### src/rtl/adder_sched.sv
// Round-robin scheduler sharing one registered-sum adder between NREQ requesters.
// Issues at most one operation per cycle and returns tagged responses two cycles later.
module adder_sched #(
  parameter  int NREQ = 4,
  parameter  int W    = 8,
  localparam int IDW  = $clog2(NREQ)
) (
  input  logic              clk,
  input  logic              rst_n,
  input  logic [NREQ-1:0]   req,
  input  logic [NREQ*W-1:0] req_x,
  input  logic [NREQ*W-1:0] req_y,
  input  logic [NREQ-1:0]   req_cin,
  input  logic [NREQ-1:0]   req_mask,
  output logic [NREQ-1:0]   gnt,
  output logic [W-1:0]      add_x,
  output logic [W-1:0]      add_y,
  output logic              add_cin,
  input  logic [W-1:0]      add_sm_r,
  input  logic              add_sm_zero_r,
  output logic              rsp_valid,
  output logic [IDW-1:0]    rsp_id,
  output logic [W-1:0]      rsp_sum,
  output logic              rsp_zero,
  output logic              rsp_ovf,
  output logic [15:0]       done_cnt
);

  logic [NREQ-1:0] elig;
  logic [IDW-1:0]  ptr;
  logic [IDW-1:0]  gnt_id;
  logic [IDW-1:0]  cand;
  logic            accept;
  logic [W-1:0]    sel_x;
  logic [W-1:0]    sel_y;
  logic            sel_cin;

  logic            s1_valid, s2_valid;
  logic [IDW-1:0]  s1_id, s2_id;
  logic            s1_sx, s1_sy, s2_sx, s2_sy;

  assign elig = req & req_mask;

  // Search starts just after the last winner, so the previous grantee has lowest priority.
  always_comb begin
    gnt    = '0;
    gnt_id = ptr;
    cand   = '0;
    accept = 1'b0;
    for (int k = 1; k <= NREQ; k++) begin
      cand = IDW'((int'(ptr) + k) % NREQ);
      if (!accept && elig[cand]) begin
        accept = 1'b1;
        gnt_id = cand;
      end
    end
    if (!rst_n) accept = 1'b0;
    if (accept) gnt[gnt_id] = 1'b1;
  end

  assign sel_x   = req_x[int'(gnt_id)*W +: W];
  assign sel_y   = req_y[int'(gnt_id)*W +: W];
  assign sel_cin = req_cin[gnt_id];

  always_ff @(posedge clk or negedge rst_n) begin
    if (!rst_n) begin
      add_x    <= '0;
      add_y    <= '0;
      add_cin  <= 1'b0;
      ptr      <= IDW'(NREQ - 1);
      s1_valid <= 1'b0;
      s1_id    <= '0;
      s1_sx    <= 1'b0;
      s1_sy    <= 1'b0;
      s2_valid <= 1'b0;
      s2_id    <= '0;
      s2_sx    <= 1'b0;
      s2_sy    <= 1'b0;
      done_cnt <= '0;
    end else begin
      if (accept) begin
        add_x   <= sel_x;
        add_y   <= sel_y;
        add_cin <= sel_cin;
        ptr     <= gnt_id;
        s1_id   <= gnt_id;
        s1_sx   <= sel_x[W-1];
        s1_sy   <= sel_y[W-1];
      end
      s1_valid <= accept;
      s2_valid <= s1_valid;
      s2_id    <= s1_id;
      s2_sx    <= s1_sx;
      s2_sy    <= s1_sy;
      if (s2_valid) done_cnt <= done_cnt + 16'd1;
    end
  end

  // Stage 2 lines up with the adder's registered sum.
  assign rsp_valid = s2_valid;
  assign rsp_id    = s2_id;
  assign rsp_sum   = add_sm_r;
  assign rsp_zero  = add_sm_zero_r;
  assign rsp_ovf   = s2_valid && (s2_sx == s2_sy) && (add_sm_r[W-1] != s2_sx);

endmodule

### config.mk
export PLATFORM = sky130hd
export DESIGN_NAME = adder_sched
export DESIGN_NICKNAME = d
export VERILOG_FILES = /design/src/rtl/adder_sched.sv
export SDC_FILE = /design/constraint.sdc
export NUM_CORES = 1
export LEC_CHECK = 0
export CAP_MARGIN = 10
export CORE_MARGIN = 4
export CORE_UTILIZATION = 41
export CTS_CLUSTER_DIAMETER = 120
export DETAILED_ROUTE_END_ITERATION = 7
export PLACE_DENSITY = 0.95
export REMOVE_ABC_BUFFERS = 1
export SLEW_MARGIN = 5
export SYNTH_ARGS = -nofsm -noshare
export SYNTH_HDL_FRONTEND = slang
export SYNTH_SLANG_ARGS = --single-unit
### constraint.sdc
create_clock -name clk -period 2.96 [get_ports clk]
set_input_delay 0.592 -clock clk [delete_from_list [all_inputs] [get_ports clk]]
set_output_delay 0.592 -clock clk [all_outputs]
set_load 0.005 [all_outputs]
# Word level (Yosys, flattened, before mapping)
# Index checks and enable logic that the tools add are counted.
[op_classes]
eq_ne = 2
shift = 2
bitwise_logic = 1
reduce_logical = 9
addsub = 5
n_mux = 22
magnitude_cmp = 6
[ops]
columns = ["op", "count"]
rows = [
  ["$shiftx A32 B6 Y8", 2],
  ["$add A16 B1 Y16 const B", 1],
  ["$lt A2 B3 Y1 const B", 5],
  ["$mux W1", 11],
  ["$bmux W1 S2", 5],
  ["$mux W2", 4],
  ["$logic_and A1 B1 Y1", 6],
  ["$add A2 B1 Y2 const B", 2],
  ["$add A2 B2 Y2 const B", 2],
  ["$and A4 B4 Y4", 1],
  ["$mux W4", 1],
  ["$logic_not A1 Y1", 3],
  ["$demux W1 S2", 1],
  ["$ge A2 B1 Y1 const B", 1],
  ["$eq A1 B1 Y1", 1],
  ["$ne A1 B1 Y1", 1],
]
[word_totals]
reg_bits = 45
out_inout_bits = 50
in_bits = 87

# Depth between registers and ports, before layout
# Gate-level depths: netlist (run 1).
[logic_depth]
word_depth = 18
depth_mapped = 7

# Least setup slack after synthesis (run 1)
# Ideal clock, no wire load.
[synth_path]
kind = "input -> output"
startpoint = "input req[1]"
endpoint = "output gnt[0]"
arrival_ns = 1.715
cell_stages = 7
path_slack_ns = 0.653
required_time_ns = 2.368
path_cell_list = "a22o_1 > a32o_1 > a211oi_2 > nand2b_1 > buf_4 > buf_6 > nor2_1"
[synth_via]
elab_chain_len = 18
word_cells_on_any_way = 30
classes_between = "order compare (2); mux (20); bitwise (1); reduce/logical (7)"
[synth_lines]
columns = ["element", "line_no", "source"]
rows = [
  ["start: declaration", "10", "input logic [NREQ-1:0] req,"],
  ["$and A4 B4 Y4 *", "42", "assign elig = req & req_mask;"],
  ["$bmux W1 S2", "52", "if (!accept && elig[cand]) begin"],
  ["$mux W1 (not written as such)", "52", ""],
  ["$mux W1", "52", ""],
  ["$logic_not A1 Y1", "52", ""],
  ["$logic_and A1 B1 Y1", "52", ""],
  ["$mux W1", "52", ""],
  ["$logic_not A1 Y1", "52", ""],
  ["(+2 left out)", "--", ""],
  ["$logic_not A1 Y1", "52", ""],
  ["$logic_and A1 B1 Y1", "52", ""],
  ["$mux W2", "52", ""],
  ["$lt A2 B3 Y1 (not written as such) / $ge A2 B1 Y1 (equally long branches)", "58", "if (accept) gnt[gnt_id] = 1'b1;"],
  ["$logic_and A1 B1 Y1 (not written as such)", "58", ""],
  ["$mux W1 (not written as such)", "58", ""],
  ["$demux W1 S2", "58", ""],
  ["$mux W4 *", "58", ""],
  ["end: declaration", "15", "output logic [NREQ-1:0] gnt,"],
]
# Mark *: on every way between the ends. The rest lies on a longest branch, timed or not. The select of a mux whose other input is x is not followed.

# Worst setup path in the final report (run 1)
[layout_path]
startpoint = "input req_mask[1]"
endpoint = "output gnt[2]"
[layout_via]
elab_chain_len = 18
word_cells_on_any_way = 30
classes_between = "order compare (2); mux (20); bitwise (1); reduce/logical (7)"
[layout_lines]
columns = ["element", "line_no", "source"]
rows = [
  ["start: declaration", "14", "input logic [NREQ-1:0] req_mask,"],
  ["$and A4 B4 Y4 *", "42", ""],
  ["$bmux W1 S2", "52", ""],
  ["$mux W1 (not written as such)", "52", ""],
  ["$mux W1", "52", ""],
  ["$logic_not A1 Y1", "52", ""],
  ["$logic_and A1 B1 Y1", "52", ""],
  ["$mux W1", "52", ""],
  ["$logic_not A1 Y1", "52", ""],
  ["(+2 left out)", "--", ""],
  ["$logic_not A1 Y1", "52", ""],
  ["$logic_and A1 B1 Y1", "52", ""],
  ["$mux W2", "52", ""],
  ["$lt A2 B3 Y1 (not written as such) / $ge A2 B1 Y1 (equally long branches)", "58", ""],
  ["$logic_and A1 B1 Y1 (not written as such)", "58", ""],
  ["$mux W1 (not written as such)", "58", ""],
  ["$demux W1 S2", "58", ""],
  ["$mux W4 *", "58", ""],
]
# Marks and branches as above.

==> results of run 1 <==
[metal layers]
| layer | GRT usage, % | vias up | wire length, um | part of all wire (%) |
|---|---|---|---|---|
| met5 | 0 | - | 0 | 0 |
| met1 | 19.2 | 962 | 2290 | 36 |
| met2 | 33.4 | 108 | 3340 | 53 |
| li1 | - | 983 | - | - |
| met3 | 7.03 | 4 | 597 | 9.5 |
| met4 | 3.27 | 0 | 52 | 0.83 |
[power groups by stage]
stage	registers [W]	clock network (W)	logic, W
3_3_place_gp	0.000891	0	0.000888
4_1_cts	0.000891	0.000531	0.000928
2_1_floorplan	0.000887	0	0.000384
6_report	0.000892	0.000521	0.000936
5_1_grt	0.000917	0.000552	0.00102
3_5_place_dp	0.000900	0	0.000914
[cells by family (layout without fill, tap and decap cells)]
group / count (synthesis) / after routing / synth area share [%]
flops: 43 / 43 / 47.0
mux: 35 / 35 / 15.3
fa+ha+maj: 1 / 1 / 0.545
simple gates: 66 / 66 / 12.9
xor+xnor: 15 / 15 / 5.72
buf+inv: 25 / 148 / 7.31
compound gates: 26 / 26 / 11.2
[cell type report]
class | instances | area (um^2) | share of cell area (%)
Timing Repair Buffer | 136 | 1300 | 35.4
Sequential cell | 43 | 1080 | 29.2
Multi-Input combinational cell | 143 | 1070 | 29.0
Tap cell | 70 | 87.6 | 2.38
Clock buffer | 6 | 72.6 | 1.97
Clock inverter | 2 | 60.1 | 1.63
Inverter | 4 | 15.0 | 0.407
[cell usage in the layout (no fill, tap or decap), drive strengths merged, types with 2 or more instances in the layout]
cell type,n
a22o,2
and3,2
buf,17
bufinv,2
clkbuf,9
clkdlybuf4s50,115
dfrtp,41
dfstp,2
inv,4
mux2i,34
nand2,33
nand3,3
nand4,5
nor2,14
nor2b,2
nor3,2
nor3b,2
o21ai,2
o221ai,17
xnor2,10
xor2,5
[state kept, by name (all words and copies together) (netlist names)]
name	flops
s2_sx	1
rsp_id	2
s1_valid	1
s2_sy	1
add_cin	1
ptr	2
s1_id	2
add_x	8
add_y	8
done_cnt	16
rsp_valid	1
[worst min path at each step]
stage | to | start | slack (ns) | cells past startpoint
global route | rsp_valid | s1_valid | 0.37 | 0
floorplan | add_cin | rst_n | 0.30 | 0
CTS | rsp_valid | s1_valid | 0.35 | 0
detailed placement | rsp_valid | s1_valid | 0.34 | 0
finish | rsp_valid | s1_valid | 0.35 | 0
global placement | rsp_valid | s1_valid | 0.33 | 0
[per-stage QoR]
| stage | instance area [um^2] | hold slack (ns) | setup slack [ns] | TNS (ns) |
|---|---|---|---|---|
| floorplan | 2140 | 0.296 | 0.0438 | 0 |
| global placement | 3510 | 0.333 | -0.251 | -0.806 |
| detailed placement | 3510 | 0.340 | -0.270 | -0.867 |
| CTS | 3660 | 0.351 | -0.121 | -0.121 |
| global route | 3690 | 0.375 | 0.00849 | 0 |
| finish | 3690 | 0.349 | 0.0952 | 0 |
[repair_timing]
item / 4_1_cts / 5_1_grt
resized for setup: 5 / 9
setup buffers: 2 / 4
pin swaps: 2 / 3
setup endpoints to repair: 4 / 3
==> reports/metrics.yaml, run 1 <==
layout-drive-gt1-share_pct: 12.6
synth_area_um2: 2290
gp_congestion: 0.821
cp_num_buf_inv: 3
num-fill-cells: 403
worst-r2r-setup-slack_ns: 0.82
start_util_pct: 43.5
synth_top_flop_cell: "dfrtp_1"
synth_top_area_cell: "dfrtp_1"
nNetsFinal: 421
rsz0062_at_grt: "false"
ir_drop_mv: 0.294
core_area_um2: 5270
cts_buffer_depth: 2
rows: 26
clk_pin_slew_worst_paths_ns: 0.08
die_h_um: 82.8
synth_top_area_share_pct: 44.7
slew_headroom_pct: 65.6
ys_ff_latch: 43
first_global_vias: 2187
ant_nets: 0
crit_end: "gnt[2]"
finClkSkew_ns: 0.00340
dr.pass1.iters: 4
crit_fanout: 3
clkPwrFrac_pct: 22.2
powerDensity_nw_per_um2: 637
synthDistinctLibCells: 35
antenna_found_initial: 0
regToRegStartpoint: "ptr[1]"
worstSetupPathType: "in -> out"
drt_iter0_markers: 93
max-cap-violations: 0
utilization_pct: 70.0
grt_max_degree: 44
drc: 0
rr_endpoint: "add_x[1]"
finalSetupViolCount: 0
instances_no_fill: 404
cts_hold_buf: 0
grt_pass1_wl_mm: 10.2
synth_top_cells_by_area: "dfrtp_1 45%, mux2i_1 15%, nand2_1 5.4%, o221ai_1 4.6%, buf_4 4.3%"
arrival_ns: 2.27
p_int_w: 0.00167
placed_cells: 390
cpPeakStageDelay_ns: 0.42
cp-end-kind: "primary output"
hold_violations: 0
netSwitchingFraction_pct: 29.0
power_switching_w: 0.000683
finalPower_w: 0.00235
wl_per_cell_um: 15.6
netlist_instances: 211
num_vias: 2057
p_seq_share_pct: 38.0
start_kind: "primary input"
required_ns: 2.37
async_flop_share_pct: 100
viasPerCell: 5.09
worstRegToRegCells: 6
worst-path-stages: 8
maxSlewViolCount: 0
die_w_um: 82.8
layout_min_cycle_time_ns: 2.86
yosysMostFrequentCell: "dfrtp_1"
cts_root_buf: "clkbuf_8"
clock-sinks: 43
portBuffers: 120
finalWirelength_mm: 6.28
timing.fmax_ghz: 0.349
slowest_stage: "clkdlybuf4s50_1"
worstMarginPinSlew_ns: 0.516
yosysWarningCount: 0
die_area_um2: 6860
overflow: 0
areaGrowthSynthToFinish_pct: 60.7
p_leak_nw: 1.63
comb_power_share_pct: 39.8
min_path_type: "reg -> reg"
yosysSeqAreaShare_pct: 47.0
crit_start: "req_mask[1]"
outcome: "finished, final reports clean"
ys_top_cells_by_count: "41 x dfrtp_1, 34 x mux2i_1, 33 x nand2_1, 14 x nor2_1, 13 x buf_4"
clk_latency_ns: 0.28
hpwl_mm: 4.99
antennaDiodeCount: 0
ios: 137
grt_use_total_pct: 17.9
path_cells: "clkdlybuf4s50_1, a22o_1, a32o_2, a211oi_4, buf_4, nand2_1, nor2_1, clkbuf_2"
numCtsBuffers: 5
finalCritPeriodShare_pct: 96.8
synth-edff-count: 0
syn_area_per_cell_um2: 10.9
cts_tree: "yes"
crit_family: "compound AO/OA/AOI/OAI gates"
htreeDepth: 2
(Power assumes the default switching activity.)
==> run 2, diff against run 1 <==
--- a/config.mk
+++ b/config.mk
@@ -6,7 +6,7 @@
 export NUM_CORES = 1
 export LEC_CHECK = 0
 export CAP_MARGIN = 10
-export CORE_MARGIN = 4
+export CORE_MARGIN = 5
 export CORE_UTILIZATION = 41
 export CTS_CLUSTER_DIAMETER = 120
 export DETAILED_ROUTE_END_ITERATION = 7
==> reports/metrics.yaml, run 2 (synthesis results as in run 1) <==
drc: 0  # unchanged
powerDensity_nw_per_um2: 614  # was 637 nW/um^2
arrival_ns: 2.28  # was 2.27 ns
regToRegStartpoint: "ptr[1]"  # unchanged
die_h_um: 84.8  # was 82.8 um
rows: 27  # was 26
dr.pass1.iters: 4  # unchanged
cts_buffer_depth: 2  # unchanged
mostFrequentLayoutCell: "clkdlybuf4s50_1"  # unchanged
layout-drive-gt1-share_pct: 11.7  # was 12.6%
finalPower_w: 0.00226  # was 0.00235 W
viasPerCell: 5.07  # was 5.09
p_leak_nw: 1.64  # was 1.63 nW
clk_latency_ns: 0.29  # was 0.28 ns
path_cells: "clkdlybuf4s50_1, a22o_1, a32o_1, a211oi_2, nand2_1, nor2_2, dlygate4sd2_1"  # was clkdlybuf4s50_1, a22o_1, a32o_2, a211oi_4, buf_4, nand2_1, nor2_1, clkbuf_2
grt_max_degree: 44  # unchanged
top_register: "done_cnt"  # unchanged
maxSlewViolCount: 0  # unchanged
die_w_um: 84.8  # was 82.8 um
crit_fanout: 3  # unchanged
cts_root_buf: "clkbuf_8"  # unchanged
crit_family: "compound AO/OA/AOI/OAI gates"  # unchanged
utilization_pct: 67.1  # was 70.0%
wl_per_cell_um: 14.9  # was 15.6 um
nNetsFinal: 419  # was 421
gp_congestion: 0.728  # was 0.821
cp_num_buf_inv: 2  # was 3
whs_ns: 0.346  # was 0.349 ns
netSwitchingFraction_pct: 29.5  # was 29.0%
layout_min_cycle_time_ns: 2.87  # was 2.86 ns
overflow: 0  # unchanged
min_from: "s1_valid"  # unchanged
regArea_um2: 1080  # unchanged
ios: 137  # unchanged
hpwl_mm: 4.80  # was 4.99 mm
areaGrowthSynthToFinish_pct: 60.1  # was 60.7%
multi_input_area_um2: 1070  # about the same
ant_nets: 0  # unchanged
core_area_um2: 5470  # was 5270 um^2
grt_use_total_pct: 16.9  # was 17.9%
antenna_found_initial: 0  # unchanged
clock-sinks: 43  # unchanged
timing.fmax_ghz: 0.348  # was 0.349 GHz
antennaDiodeCount: 0  # unchanged
start_util_pct: 41.9  # was 43.5%
power_switching_w: 0.000666  # was 0.000683 W
p_seq_share_pct: 39.3  # was 38.0%
rsz0062_at_grt: "false"  # unchanged
portBuffers: 120  # unchanged
cts_hold_buf: 0  # unchanged
ir_drop_mv: 0.284  # was 0.294 mV
comb_power_share_pct: 40.2  # was 39.8%
start_kind: "primary input"  # unchanged
finalWirelength_mm: 6.01  # was 6.28 mm
die_area_um2: 7190  # was 6860 um^2
clkPwrFrac_pct: 20.6  # was 22.2%
finalCritPeriodShare_pct: 97.0  # was 96.8%
num-fill-cells: 429  # was 403
crit_start: "req[1]"  # was req_mask[1]
worst-path-stages: 7  # was 8
finalSetupViolCount: 0  # unchanged
crit_end: "gnt[2]"  # unchanged
outcome: "finished, final reports clean"  # unchanged
worst-r2r-setup-slack_ns: 0.78  # was 0.82 ns
hold_violations: 0  # unchanged
worstMarginPinSlew_ns: 0.514  # was 0.516 ns
worstRegToRegCells: 6  # unchanged
cpPeakStageDelay_ns: 0.43  # was 0.42 ns
first_global_vias: 2227  # was 2187
numCtsBuffers: 5  # unchanged
cts_tree: "yes"  # unchanged
finClkSkew_ns: 0.00746  # was 0.00340 ns
min_path_type: "reg -> reg"  # unchanged
drt_iter0_markers: 58  # was 93
clk_pin_slew_worst_paths_ns: 0.08  # about the same
grt_pass1_wl_mm: 9.74  # was 10.2 mm
largest_reg_flops: 16  # unchanged
max-cap-violations: 0  # unchanged
htreeDepth: 2  # unchanged
reg_top3: "done_cnt: 16 flops, add_x: 8 flops, add_y: 8 flops"  # unchanged
worstSetupPathType: "in -> out"  # unchanged
p_int_w: 0.00159  # was 0.00167 W
cp-end-kind: "primary output"  # unchanged
mostFrequentLayoutCells: "115 x clkdlybuf4s50_1, 41 x dfrtp_1, 34 x mux2i_1"  # unchanged
rr_endpoint: "add_x[0]"  # was add_x[1]
num_vias: 2049  # was 2057
required_ns: 2.37  # about the same
slowest_stage: "clkdlybuf4s50_1"  # unchanged
slew_headroom_pct: 65.8  # was 65.6%
==> run 2: worst min-delay path by stage <==
stage | depth (start not counted) | to | slack (ns)
3_3_place_gp | 0 | rsp_valid | 0.35
4_1_cts | 0 | rsp_valid | 0.35
6_report | 0 | rsp_valid | 0.35
5_1_grt | 0 | rsp_valid | 0.36
3_5_place_dp | 0 | rsp_valid | 0.34
2_1_floorplan | 0 | add_cin | 0.30
==> run 2: stage by stage <==
stage	setup TNS (ns)	cell area (um^2)	std cells	setup WS, ns
2_1_floorplan	0	2140	190	0.0438
3_3_place_gp	-0.443	3530	395	-0.159
3_5_place_dp	-0.542	3530	395	-0.200
4_1_cts	-0.178	3660	404	-0.0924
5_1_grt	0	3670	404	0.0238
6_report	0	3670	404	0.0889
==> run 2: power groups by stage <==
stage               sequential, W  combinational, W  clock (W)
floorplan                0.000887          0.000384          0
global placement         0.000890          0.000887          0
detailed placement       0.000897          0.000910          0
CTS                      0.000887          0.000918   0.000478
global route             0.000916          0.000987   0.000508
finish                   0.000886          0.000907   0.000464
==> run 2: routing by layer <==
metal  wire length (um)  vias to the layer above  part of all wire [%]  global-route usage [%]
met5                  0                        -                     0                       0
met3                741                        9                    12                    8.45
met4                101                        0                   1.7                    5.18
met2               2940                      116                    49                    29.0
li1                   -                      984                     -                       -
met1               2230                      940                    37                    18.1
==> run 2: worst reg2reg max path: cells and delay by family, from the launching register on <==
kind | cells | cell delay, ns
multiplexers | 1 | 0.31
flip-flops | 1 | 0.60
AO/OA/AOI/OAI | 3 | 0.61
buffers and inverters | 1 | 0.46
AND/OR/NAND/NOR | 1 | 0.06
==> run 2: area by class of cell <==
cell class,count,area share (%)
clock buffers,6,2.25
clock inverters,2,0.954
inverters,4,0.409
multi-input cells,143,29.1
flip-flops and latches,43,29.4
well taps,72,2.45
repair buffers,134,35.5
==> run 2: what timing repair did <==
item                                    in CTS  in global routing
endpoints found under the setup margin       4                  2
pin swaps                                    2                  0
buffers inserted                             1                  0
resized for setup                            4                  3
cloned                                       0                  0
==> run 3, diff against run 2 <==
--- a/config.mk
+++ b/config.mk
@@ -5,11 +5,12 @@
 export SDC_FILE = /design/constraint.sdc
 export NUM_CORES = 1
 export LEC_CHECK = 0
-export CAP_MARGIN = 10
+export CAP_MARGIN = 20
 export CORE_MARGIN = 5
 export CORE_UTILIZATION = 41
 export CTS_CLUSTER_DIAMETER = 120
 export DETAILED_ROUTE_END_ITERATION = 7
+export HOLD_SLACK_MARGIN = 0.08
 export PLACE_DENSITY = 0.95
 export REMOVE_ABC_BUFFERS = 1
 export SLEW_MARGIN = 5
==> results of run 3 <==
Final layout, timing and power as in run 2 (identical DEF).
